`src/rtl/seg_scan_ctrl.sv`:
```
// seg_scan_ctrl: 4-digit 7-segment scan controller with inter-digit
// blanking, leading-zero suppression and frame-aligned value updates.
module seg_scan_ctrl #(
  parameter int REFRESH_DIV = 100000,
  parameter int BLANK_CYC   = 16,
  parameter int LZ_SUPPRESS = 1
) (
  input  logic        clk,
  input  logic        rst,
  input  logic        en,
  input  logic        upd_valid,
  input  logic [15:0] upd_data,
  output logic        upd_ready,
  output logic [1:0]  digit_sel,
  output logic [3:0]  digit_val,
  output logic        seg_blank,
  output logic        frame_done
);

  localparam int M1 =
    (REFRESH_DIV > BLANK_CYC) ? REFRESH_DIV : BLANK_CYC;
  localparam int MC = (M1 > 2) ? M1 : 2;
  localparam int CW = $clog2(MC);
  localparam bit NO_GAP = (BLANK_CYC == 0);
  localparam logic [CW-1:0] RD_LAST =
    CW'(REFRESH_DIV - 1);
  localparam logic [CW-1:0] BC_LAST =
    CW'((BLANK_CYC > 0) ? BLANK_CYC - 1 : 0);

  typedef enum logic [1:0] {
    IDLE = 2'd0,
    SHOW = 2'd1,
    GAP  = 2'd2
  } state_t;

  state_t        state, n_state;
  logic [CW-1:0] cnt, n_cnt;
  logic [1:0]    n_sel;
  logic [15:0]   active, n_act;
  logic [15:0]   pending, n_pend;
  logic          pend_v, n_pv;
  logic          adv;

  function automatic logic [3:0] nib(
    input logic [15:0] a,
    input logic [1:0]  d
  );
    logic [3:0] r;
    unique case (d)
      2'd3: r = a[15:12];
      2'd2: r = a[11:8];
      2'd1: r = a[7:4];
      2'd0: r = a[3:0];
    endcase
    return r;
  endfunction

  // digit 0 is never suppressed so a zero value still reads "0"
  function automatic logic lz(
    input logic [15:0] a,
    input logic [1:0]  d
  );
    logic r;
    unique case (d)
      2'd3: r = (a[15:12] == 4'h0);
      2'd2: r = (a[15:8] == 8'h00);
      2'd1: r = (a[15:4] == 12'h000);
      2'd0: r = 1'b0;
    endcase
    return (LZ_SUPPRESS != 0) && r;
  endfunction

  function automatic logic bnd(
    input state_t        st,
    input logic [1:0]    s,
    input logic [CW-1:0] c
  );
    if (NO_GAP)
      return (st == SHOW) && (s == 2'd0) && (c == RD_LAST);
    return (st == GAP) && (s == 2'd0) && (c == BC_LAST);
  endfunction

  always_comb begin
    n_state = state;
    n_cnt   = cnt;
    n_sel   = digit_sel;
    n_act   = active;
    n_pend  = pending;
    n_pv    = pend_v;
    adv     = 1'b0;
    if (state == IDLE) begin
      n_cnt = '0;
      n_sel = 2'd3;
      if (pend_v) begin
        n_act = pending;
        n_pv  = 1'b0;
      end
      if (en) n_state = SHOW;
    end else if (!en) begin
      n_state = IDLE;
      n_cnt   = '0;
      n_sel   = 2'd3;
    end else begin
      unique case (state)
        SHOW: begin
          if (cnt == RD_LAST) begin
            if (NO_GAP) begin
              adv = 1'b1;
            end else begin
              n_state = GAP;
              n_cnt   = '0;
            end
          end else begin
            n_cnt = cnt + CW'(1);
          end
        end
        GAP: begin
          if (cnt == BC_LAST) adv = 1'b1;
          else n_cnt = cnt + CW'(1);
        end
        default: ;
      endcase
      if (adv) begin
        n_state = SHOW;
        n_cnt   = '0;
        n_sel   = digit_sel - 2'd1;
        // frame boundary: swap in the staged value untorn
        if (digit_sel == 2'd0 && pend_v) begin
          n_act = pending;
          n_pv  = 1'b0;
        end
      end
    end
    if (upd_valid && !pend_v) begin
      n_pend = upd_data;
      n_pv   = 1'b1;
    end
  end

  always_ff @(posedge clk) begin
    if (rst) begin
      state      <= IDLE;
      cnt        <= '0;
      active     <= '0;
      pending    <= '0;
      pend_v     <= 1'b0;
      digit_sel  <= 2'd3;
      digit_val  <= 4'h0;
      seg_blank  <= 1'b1;
      frame_done <= 1'b0;
    end else begin
      state      <= n_state;
      cnt        <= n_cnt;
      active     <= n_act;
      pending    <= n_pend;
      pend_v     <= n_pv;
      digit_sel  <= n_sel;
      digit_val  <= nib(n_act, n_sel);
      seg_blank  <= (n_state != SHOW) | lz(n_act, n_sel);
      frame_done <= bnd(n_state, n_sel, n_cnt);
    end
  end

  assign upd_ready = ~pend_v;

endmodule
```
`config.mk`:
```
export PLATFORM = sky130hd
export DESIGN_NAME = seg_scan_ctrl
export DESIGN_NICKNAME = d
export VERILOG_FILES = /design/src/rtl/seg_scan_ctrl.sv
export SDC_FILE = /design/constraint.sdc
export NUM_CORES = 1
export LEC_CHECK = 0
export ABC_AREA = 1
export CAP_MARGIN = 20
export CORE_MARGIN = 1
export CORE_UTILIZATION = 25
export CTS_CLUSTER_DIAMETER = 120
export DETAILED_ROUTE_END_ITERATION = 12
export HOLD_SLACK_MARGIN = 0.03
export PLACE_DENSITY_LB_ADDON = 0.15
export SYNTH_ARGS = -nofsm -noshare
export SYNTH_HDL_FRONTEND = slang
export SYNTH_SLANG_ARGS = --single-unit
export TNS_END_PERCENT = 10
```
`constraint.sdc`:
```
create_clock -name clk -period 2.4 [get_ports clk]
set_input_delay 0.72 -clock clk [delete_from_list [all_inputs] [get_ports clk]]
set_output_delay 0.72 -clock clk [all_outputs]
set_load 0.01 [all_outputs]
```
==> flow_metrics.env <==
export IMPL_grt_pass1_wl_mm=19.8
export IMPL_drtIter0Drc=373
export IMPL_chipWidth_um=122
export IMPL_diodes=0
export IMPL_fin_setup_tns_ns=0
export IMPL_avgSynthCellArea_sq_um=6.18
export IMPL_finalSetupViolCount=0
export IMPL_crit_path_max_fanout=7
export IMPL_hpwl_mm=9.03
export IMPL_rsz0062_at_grt="false"
export IMPL_use_met1=0.211
export IMPL_met2_usage=0.289
export IMPL_grt_max_degree=22
export IMPL_cp_arrival_ns=1.46
export IMPL_yosysWarnings=0
export IMPL_crit_required_ns=1.68
export IMPL_syn_area_sq_um=3610
export IMPL_grt_pass1_vias=3875
export IMPL_die_area_sq_um=14900
export IMPL_num_io_pins=29
export IMPL_leakagePower_nw=2.09
export IMPL_min_period_ns=2.18
export IMPL_crit_type="flop to primary output"
export IMPL_drtPass1Iterations=5
export IMPL_synth_seq_cells=60
export IMPL_cts_buffers=9
export IMPL_p_per_area_nw_per_um2=594
export IMPL_tightest_slew_ns=0.588
export IMPL_startpoint_type="flop"
export IMPL_layout_drive_gt1_share=0.147
export IMPL_clock_latency_ns=0.33
export IMPL_fmax_mhz=458
export IMPL_placed_cell_area_sq_um=4480
export IMPL_slew_violations=0
export IMPL_design_area_sq_um=4810
export IMPL_ant_nets=0
export IMPL_portBuffers=28
export IMPL_cts_sinks=60
export IMPL_start_util=0.258
export IMPL_use_met3=0.0418
export IMPL_routed_wl_mm=12.0
export IMPL_gr_max_usage_layer="met2"
export IMPL_grt_ovfl_total=0
export IMPL_grt_usage=0.172
export IMPL_final_setup_skew_ns=0.00344
export IMPL_clkTransAtPathRegs_ns=0.05
export IMPL_fillers=1567
export IMPL_synth_cell_types=31
export IMPL_status="completed"
export IMPL_hp_class="flop to flop"
export IMPL_drt_wirelength_per_cell_um=14.2
export IMPL_maxCapViolCount=0
export IMPL_route_detailed_drc=0
export IMPL_synth_cells=585
export IMPL_vias=4091
export IMPL_timing_final_crit_share=0.909
export IMPL_clockBufferDepth=2
export IMPL_final_nets=687
export IMPL_slew_headroom=0.608
export IMPL_cts_root_buf="clkbuf_16"
export IMPL_synthToLayoutAreaGrowth_pct=33.0
export IMPL_die_height_um=122
export IMPL_power_mw=2.86
export IMPL_num_rows=43
export IMPL_hold_buffers=0
export IMPL_synth_fp_nets=610
export IMPL_utilization=0.344
export IMPL_vias_per_cell=4.83
export IMPL_peakVddDrop_uv=452
export IMPL_gp_congestion=0.858
export IMPL_critPathCaptureType="primary output"
export IMPL_hold_viol=0
export IMPL_cts_tree="yes"
export IMPL_htreeDepth=3
export IMPL_ys_seq_area_frac=0.332
export IMPL_antenna_found_initial=0
export IMPL_core_area_sq_um=14000
metal layers:
layer,vias up,share of wire
li1,2056,-
met1,1871,0.45
met2,137,0.48
met3,27,0.048
met4,0,0.029
met5,-,0
layout by cell type (no fill, tap or decap), types with 2 or more instances in the layout:
cell type / count
nand2_2: 2
nand3b_1: 2
a21oi_1: 26
xor2_1: 5
inv_2: 3
o211ai_1: 10
nor3_1: 3
dfxtp_1: 59
inv_1: 51
clkinvlp_4: 3
nor2_1: 101
o21a_1: 2
and3_1: 2
nand3_2: 3
nand3_1: 73
nand4_1: 15
o21ai_1: 7
nor2_2: 5
clkbuf_16: 9
clkdlybuf4s50_1: 28
nand2_1: 151
a31oi_1: 2
o21ai_0: 26
ha_1: 4
buf_4: 62
critical path: stages, from the launching register on:
cell and delay, ns:
dfxtp_1 0.53, inv_1 0.10, clkdlybuf4s50_1 0.50
worst paths after layout:
check	startpoint	to	slack (ns)	cells past startpoint
setup reg to reg	cnt[0]$_SDFF_PP0_	seg_blank$_SDFF_PP1_	0.22	15
hold reg to reg	pending[8]$_SDFFE_PP0P_	pending[8]$_SDFFE_PP0P_	0.51	2
setup / recovery	pend_v$_SDFFE_PP0P_	upd_ready	0.22	2
hold / removal	pending[8]$_SDFFE_PP0P_	pending[8]$_SDFFE_PP0P_	0.51	2
cell usage after synthesis, drive strengths merged:
master,n,area [sq um]
a21oi,26,130
o21ai,33,165
dfxtp,60,1200
ha,5,62.6
o211ai,10,75.1
nor2,108,442
nand3,77,413
xor2,5,43.8
clkbuf,18,67.6
nand3b,2,15.0
buf,7,38.8
nand2,153,579
nand4,16,106
inv,54,203
o21a,2,15.0
nor3,4,25.0
nor3b,1,7.51
a31oi,2,12.5
and3,2,12.5
flip-flops by register name, summed over array words and instances (netlist names):
register	cells
cnt	17
digit_sel	2
seg_blank	1
active	16
digit_val	4
pending	16
pend_v	1
state	2
frame_done	1
kinds of logic (layout without fill, tap and decap cells):
| logic type | after synthesis | after routing | share of synthesized area |
|---|---|---|---|
| flops | 60 | 60 | 0.332 |
| fa+ha+maj | 5 | 5 | 0.0173 |
| simple gates | 363 | 363 | 0.443 |
| xor+xnor | 5 | 5 | 0.0121 |
| buf+inv | 79 | 161 | 0.0855 |
| compound gates | 73 | 73 | 0.110 |
area by class of cell:
cell class | count | area, sq um | share of cell area
Multi-Input combinational cell | 446 | 2110 | 0.438
Inverter | 54 | 203 | 0.0422
Timing Repair Buffer | 91 | 766 | 0.159
Sequential cell | 60 | 1200 | 0.250
Clock inverter | 5 | 61.3 | 0.0128
Tap cell | 180 | 225 | 0.0469
Clock buffer | 11 | 243 | 0.0505
what timing repair did:
action                                  4_1_cts  5_1_grt
resized for setup                             0        2
endpoints found under the setup margin        0        2
setup buffers                                 0        3
report_power, final:
group	switching (mW)	internal, mW
logic	0.241	0.184
registers	0.0456	1.06
clock network	0.495	0.834
metrics by stage:
step           hold WS, ns  worst slack, ns  instances
6_report             0.512            0.218        847
5_1_grt              0.533           0.0325        847
4_1_cts              0.515            0.174        844
3_5_place_dp         0.507          -0.0676        828
3_3_place_gp         0.505          -0.0638        828
2_1_floorplan        0.478            0.416        585
Note: power is estimated with default switching activity, not from simulation.
